`config.mk`:
```
export PLATFORM = sky130hd
export DESIGN_NAME = count_led_driver_flat
export DESIGN_NICKNAME = d
export VERILOG_FILES = /design/src/rtl/count_led_driver_if.sv /design/src/rtl/count_led_driver.sv /design/src/flat_wrapper.sv
export SDC_FILE = /design/constraint.sdc
export NUM_CORES = 1
export LEC_CHECK = 0
export ABC_AREA = 1
export ABC_CLOCK_PERIOD_IN_PS = 3850
export BUFFER_PORTS_ARGS = -buffer_cell sky130_fd_sc_hd__buf_4
export CORE_ASPECT_RATIO = 1.2
export CORE_UTILIZATION = 30
export CTS_BUF_LIST = sky130_fd_sc_hd__clkbuf_8
export DETAILED_ROUTE_END_ITERATION = 8
export GPL_TIMING_DRIVEN = 0
export SLEW_MARGIN = 10
export SYNTH_ARGS = -nofsm -noshare
export SYNTH_HDL_FRONTEND = slang
export SYNTH_SLANG_ARGS = --single-unit
```
`constraint.sdc`:
```
create_clock -name clk_i -period 3.85 [get_ports clk_i]
set_input_delay 0.5775 -clock clk_i [delete_from_list [all_inputs] [get_ports clk_i]]
set_output_delay 0.5775 -clock clk_i [all_outputs]
set_load 0.02 [all_outputs]
```
`src/rtl/count_led_driver_if.sv`:
```
// Method-call channel between count_led_driver and the counter core's count_value method.
// The master side raises EN; the slave side presents the return value and RDY.
interface count_led_driver_if #(
  parameter int unsigned NLED = 4
);
  logic            count_value_en;
  logic [NLED-1:0] count_value_rv;
  logic            count_value_rdy;

  modport master (
    output count_value_en,
    input  count_value_rv,
    input  count_value_rdy
  );

  modport slave (
    input  count_value_en,
    output count_value_rv,
    output count_value_rdy
  );
endinterface

```
`src/rtl/count_led_driver.sv`:
```
// Polls the counter core's count_value method once per tick, latches the result and drives
// one PWM-faded LED per count bit plus a heartbeat and a sticky stall flag.
module count_led_driver #(
  parameter int unsigned NLED          = 4,
  parameter int unsigned TICK_DIV      = 2097152,
  parameter int unsigned PWM_W         = 8,
  parameter int unsigned FADE_DIV      = 4096,
  parameter int unsigned STEP          = 1,
  parameter int unsigned TIMEOUT_TICKS = 4
) (
  input  logic                clk_i,
  input  logic                rst_i,
  count_led_driver_if.master  cv_if,
  output logic                tick_o,
  output logic [NLED-1:0]     led_o,
  output logic                led_hb_o,
  output logic                stall_o
);

  localparam int unsigned TickW = (TICK_DIV > 1) ? $clog2(TICK_DIV) : 1;
  localparam int unsigned FadeW = (FADE_DIV > 1) ? $clog2(FADE_DIV) : 1;
  localparam int unsigned MissW = $clog2(TIMEOUT_TICKS + 1);

  localparam logic [TickW-1:0] TickLast  = TickW'(TICK_DIV - 1);
  localparam logic [FadeW-1:0] FadeLast  = FadeW'(FADE_DIV - 1);
  localparam logic [MissW-1:0] MissMax   = MissW'(TIMEOUT_TICKS);
  localparam logic [MissW-1:0] MissLast  = MissW'(TIMEOUT_TICKS - 1);
  localparam logic [PWM_W-1:0] BrightMax = {PWM_W{1'b1}};
  localparam logic [PWM_W-1:0] StepV     = PWM_W'(STEP);

  typedef enum logic [0:0] {StIdle, StReq} state_e;

  logic [TickW-1:0] tick_cnt_q;
  logic             tick_q;
  state_e           state_q;
  logic [NLED-1:0]  shadow_q;
  logic             led_hb_q;
  logic [MissW-1:0] miss_q;
  logic             stall_q;
  logic [FadeW-1:0] fade_cnt_q;
  logic             fade_stb;
  logic [PWM_W-1:0] pwm_cnt_q;
  logic [PWM_W-1:0] bright_q [NLED];
  logic [PWM_W-1:0] bright_d [NLED];
  logic [NLED-1:0]  led_q;

  // EN can only rise while a request is pending, so it also drops with the async reset.
  assign cv_if.count_value_en = (state_q == StReq) & cv_if.count_value_rdy;

  always_ff @(posedge clk_i or posedge rst_i) begin
    if (rst_i) begin
      tick_cnt_q <= '0;
      tick_q     <= 1'b0;
    end else begin
      tick_q     <= (tick_cnt_q == TickLast);
      tick_cnt_q <= (tick_cnt_q == TickLast) ? '0 : tick_cnt_q + 1'b1;
    end
  end

  always_ff @(posedge clk_i or posedge rst_i) begin
    if (rst_i) begin
      state_q  <= StIdle;
      shadow_q <= '0;
      led_hb_q <= 1'b0;
      miss_q   <= '0;
      stall_q  <= 1'b0;
    end else begin
      unique case (state_q)
        StIdle: if (tick_q) state_q <= StReq;
        StReq: begin
          if (cv_if.count_value_rdy) begin
            shadow_q <= cv_if.count_value_rv;
            led_hb_q <= ~led_hb_q;
            miss_q   <= '0;
            state_q  <= tick_q ? StReq : StIdle;
          end else if (tick_q) begin
            // Ticks are not queued; a tick landing on a pending request counts as a miss.
            if (miss_q != MissMax) miss_q <= miss_q + 1'b1;
            if (miss_q >= MissLast) stall_q <= 1'b1;
          end
        end
        default: state_q <= StIdle;
      endcase
    end
  end

  assign fade_stb = (fade_cnt_q == FadeLast);

  function automatic logic [PWM_W-1:0] fade_step(logic [PWM_W-1:0] cur, logic up);
    logic [PWM_W-1:0] tgt;
    tgt = up ? BrightMax : '0;
    if (cur < tgt) return ((tgt - cur) <= StepV) ? tgt : cur + StepV;
    if (cur > tgt) return ((cur - tgt) <= StepV) ? tgt : cur - StepV;
    return cur;
  endfunction

  always_comb begin
    for (int i = 0; i < NLED; i++) begin
      bright_d[i] = fade_stb ? fade_step(bright_q[i], shadow_q[i]) : bright_q[i];
    end
  end

  always_ff @(posedge clk_i or posedge rst_i) begin
    if (rst_i) begin
      fade_cnt_q <= '0;
      pwm_cnt_q  <= '0;
      led_q      <= '0;
      for (int i = 0; i < NLED; i++) bright_q[i] <= '0;
    end else begin
      fade_cnt_q <= fade_stb ? '0 : fade_cnt_q + 1'b1;
      pwm_cnt_q  <= pwm_cnt_q + 1'b1;
      for (int i = 0; i < NLED; i++) begin
        bright_q[i] <= bright_d[i];
        led_q[i]    <= (bright_q[i] == BrightMax) | (bright_q[i] > pwm_cnt_q);
      end
    end
  end

  assign tick_o   = tick_q;
  assign led_o    = led_q;
  assign led_hb_o = led_hb_q;
  assign stall_o  = stall_q;

endmodule

```
`src/flat_wrapper.sv`:
```
// flat-port wrapper written by rule: the top's interface ports become plain ports
module count_led_driver_flat 
#(
  parameter int unsigned NLED          = 4,
  parameter int unsigned TICK_DIV      = 2097152,
  parameter int unsigned PWM_W         = 8,
  parameter int unsigned FADE_DIV      = 4096,
  parameter int unsigned STEP          = 1,
  parameter int unsigned TIMEOUT_TICKS = 4
)
  (clk_i, rst_i, tick_o, led_o, led_hb_o, stall_o, cv_if_count_value_en, cv_if_count_value_rv, cv_if_count_value_rdy);
  count_led_driver_if #(.NLED(NLED)) cv_if_i ();
  input  logic clk_i;
  input  logic rst_i;
  output logic tick_o;
  output logic [NLED-1:0] led_o;
  output logic led_hb_o;
  output logic stall_o;
  output wire logic [$bits(cv_if_i.count_value_en)-1:0] cv_if_count_value_en;
  input wire logic [$bits(cv_if_i.count_value_rv)-1:0] cv_if_count_value_rv;
  input wire logic [$bits(cv_if_i.count_value_rdy)-1:0] cv_if_count_value_rdy;
  assign cv_if_count_value_en = cv_if_i.count_value_en;
  assign cv_if_i.count_value_rv = cv_if_count_value_rv;
  assign cv_if_i.count_value_rdy = cv_if_count_value_rdy;
  count_led_driver #(.NLED(NLED), .TICK_DIV(TICK_DIV), .PWM_W(PWM_W), .FADE_DIV(FADE_DIV), .STEP(STEP), .TIMEOUT_TICKS(TIMEOUT_TICKS)) u_core (.clk_i(clk_i), .rst_i(rst_i), .cv_if(cv_if_i), .tick_o(tick_o), .led_o(led_o), .led_hb_o(led_hb_o), .stall_o(stall_o));
endmodule
```
==> results_dict.tcl <==
set metrics [dict create \
    min_path_type "in2async" \
    maxSlewViolCount 0 \
    cp_cell_sequence "inv_1 -> ha_1 -> inv_1 -> fa_1 -> a21oi_1 -> o21ai_0 -> nor2_1 -> nand2_1 -> nor2_1 -> nand3_1 -> nand3_1 -> nand3_1 -> nand2_1" \
    clock-sinks 88 \
    synthTopCellsByArea "dfrtp_1 24%, nand2_1 17%, ha_1 14%, nand3_1 11%, inv_1 8.1%" \
    cpPeakStageDelay_ns 0.57 \
    vias_per_cell 4.80 \
    drive_gt1_share_pct 4.98 \
    core_area_sq_mm 0.0305 \
    finClkSkew_ns 0.0183 \
    grt_pass1_wl_mm 39.0 \
    wl_per_cell_microns 12.2 \
    post_cts_resized 0 \
    status "finished clean" \
    timing.slew.headroom_pct 63.7 \
    rsz0062_at_grt "false" \
    final_core_util_pct 33.2 \
    grt_max_degree 63 \
    synth_nets 1517 \
    synth_top_area_cell "dfrtp_1" \
    synth_edf_count 0 \
    cts-buffers-inserted 9 \
    area_growth_pct 8.84 \
    p_leak_uw 0.00547 \
    syn_area_sq_mm 0.00931 \
    synthArstFlopShare_pct 100 \
    antenna_left 0 \
    gp_congestion 0.881 \
    synth.yosys.seq_area_share_pct 23.7 \
    drt-initial-drc-count 412 \
    diodes 0 \
    worstSetupEndpointType "flop" \
    clkSlewWorstSetupHoldPaths_ns 0.10 \
    start_kind "flop" \
    cts_setup_buffers 0 \
    setup_viol 0 \
    ys_ff_latch 88 \
    pin_count 15 \
    rows 70 \
    ir_drop_mv 0.124 \
    nets 1543 \
    cts_hold_buf 0 \
    chipWidth_microns 163 \
    max_freq_ghz 0.333 \
    syn_inst 1396 \
    worstPathRequired_ns 4.16 \
    synth_flop_cell "dfrtp_1" \
    firstDrtPassIters 6 \
    critical_path.top_delay_family "simple AND/OR/NAND/NOR gates" \
    grt_pass1_vias 8534 \
    clk_path_buf_depth 2 \
    hpwlAfterDp_mm 17.7 \
    overflow 0 \
    die-area_sq_mm 0.0317 \
    synth.distinct_cells 41 \
    vias 8756 \
    avgSynthCellArea_sq_um 6.67 \
    htree_num_levels 3 \
    holdWs_ns 0.175 \
    cap_violations 0 \
    cts_tree "built" \
    tightestPinTransition_ns 0.545 \
    critPathKind "reg2reg" \
    p_per_area_mw_per_mm2 156 \
    ys_warn_count 0 \
    cpMostUsedCell "nand3_1" \
    initial_core_util_pct 30.5 \
    finalHoldViolCount 0 \
    crit_fanout 12 \
    drc_errors 0 \
    yosysMostFrequentCell "nand2_1" \
    netlist_top_cells_count "428 x nand2_1, 204 x nand3_1, 201 x inv_1" \
    path_buf_inv 2 \
    io_buffers 14 \
    clockRootBuffer "clkbuf_8" \
    cp_slowest_cell "dfrtp_1" \
    cp.arrival_ns 3.32 \
    die_h_microns 195 \
    min_period_ns 3.01 \
    insertion_delay_ns 0.38 \
    antenna_found_initial 0 \
    wl_mm 22.2 \
    period_share_pct 78.1 \
    gr-usage-all-layers_pct 14.6 \
    netlist.area_leader.share_pct 23.7 \
]
-- worst reg2reg max path, delay by kind of cell, from the launching register on --
family	cells	cell delay (ns)
and+or+nand+nor	7	1.02
adders and majority gates	2	0.70
DFF	1	0.57
buffers and inverters	2	0.41
AOI/OAI and AO/OA	2	0.25
-- report_power, final --
group          internal (uW)  switching [uW]
clock network            254             376
registers                923               0
logic                   7.11            20.2
total                   1180             396
-- sequential cells by signal, summed over array words and instances (netlist names) --
| register | cells |
|---|---|
| u_core.bright_q | 32 |
| u_core.tick_cnt_q | 21 |
| u_core.fade_cnt_q | 12 |
| u_core.pwm_cnt_q | 8 |
| u_core.led_o | 4 |
| u_core.shadow_q | 4 |
| u_core.miss_q | 3 |
| u_core.led_hb_o | 1 |
| u_core.stall_o | 1 |
| u_core.state_q | 1 |
| u_core.tick_o | 1 |
-- per-layer routing --
metal	part of all wire, %	vias to the layer above	wire length [microns]	GRT usage (%)
met2	50	117	11200	26.7
met4	0.98	0	218	3.39
met1	47	4065	10300	18.3
li1	-	4556	-	-
met5	0	-	0	0
met3	1.9	18	428	1.27
-- kinds of logic after synthesis --
family	Yosys count	synth area share, %
AND/OR/NAND/NOR	789	37.4
buffers and inverters	224	9.74
adder cells (fa/ha/maj)	114	16.0
AO/OA/AOI/OAI	107	6.30
flip-flops	88	23.7
XOR/XNOR	74	6.96
-- placed cells by master (no fill, tap or decap), drive strengths merged --
cell type | synthesis | routed
fa | 8 | 8
clkbuf | 3 | 12
nor3 | 19 | 19
a21o | 2 | 2
a211oi | 1 | 1
nand3 | 207 | 207
buf | 13 | 28
o22ai | 1 | 1
nand4 | 32 | 32
or2 | 3 | 3
o21a | 3 | 3
nor4 | 3 | 3
o21ai | 35 | 35
a21boi | 1 | 1
dfrtp | 88 | 88
inv | 201 | 205
nand3b | 2 | 2
ha | 106 | 106
nor3b | 1 | 1
o221ai | 5 | 5
xnor2 | 10 | 10
nor2 | 85 | 85
a21oi | 55 | 55
o21bai | 3 | 3
xor2 | 64 | 64
o31ai | 1 | 1
nand2 | 437 | 437
clkinv | 7 | 10
-- layout make-up --
type / count / area [sq um]
multi-input combinational: 1084 / 6200
clock buffer: 9 / 124
fill: 3365 / 20300
clock inverter: 7 / 68.8
sequential: 88 / 2200
inverter: 208 / 803
tap: 396 / 495
timing repair buffer: 15 / 133
buffer: 16 / 106
-- final timing paths --
path | start | to | slack (ns) | cells after the start
setup / recovery | u_core.shadow_q[1]$_DFFE_PP0P_ | u_core.bright_q[19]$_DFFE_PP0P_ | 0.84 | 13
hold / removal | rst_i | u_core.stall_o$_DFFE_PP0P_ | 0.17 | 2
setup reg to reg | u_core.shadow_q[1]$_DFFE_PP0P_ | u_core.bright_q[19]$_DFFE_PP0P_ | 0.84 | 13
hold reg to reg | u_core.tick_cnt_q[0]$_DFF_PP0_ | u_core.tick_cnt_q[0]$_DFF_PP0_ | 0.46 | 1
max in group asynchronous | rst_i | u_core.pwm_cnt_q[3]$_DFF_PP0_ | 3.05 | 3
min in group clk_i | cv_if_count_value_rv[0] | u_core.shadow_q[0]$_DFFE_PP0P_ | 0.41 | 3
-- stage by stage --
stage	power [uW]	TNS, ns	instances	instance area, sq um	worst slack, ns
after floorplan	956	0	1396	9310	0.994
after global placement	967	-13.43	1806	9910	-0.164
after detailed placement	971	0	1807	9940	0.862
after CTS	1610	0	1823	10100	0.844
after global routing	1650	0	1823	10100	0.541
final	1580	0	1823	10100	0.843
Power figures use the tool's default switching activity.
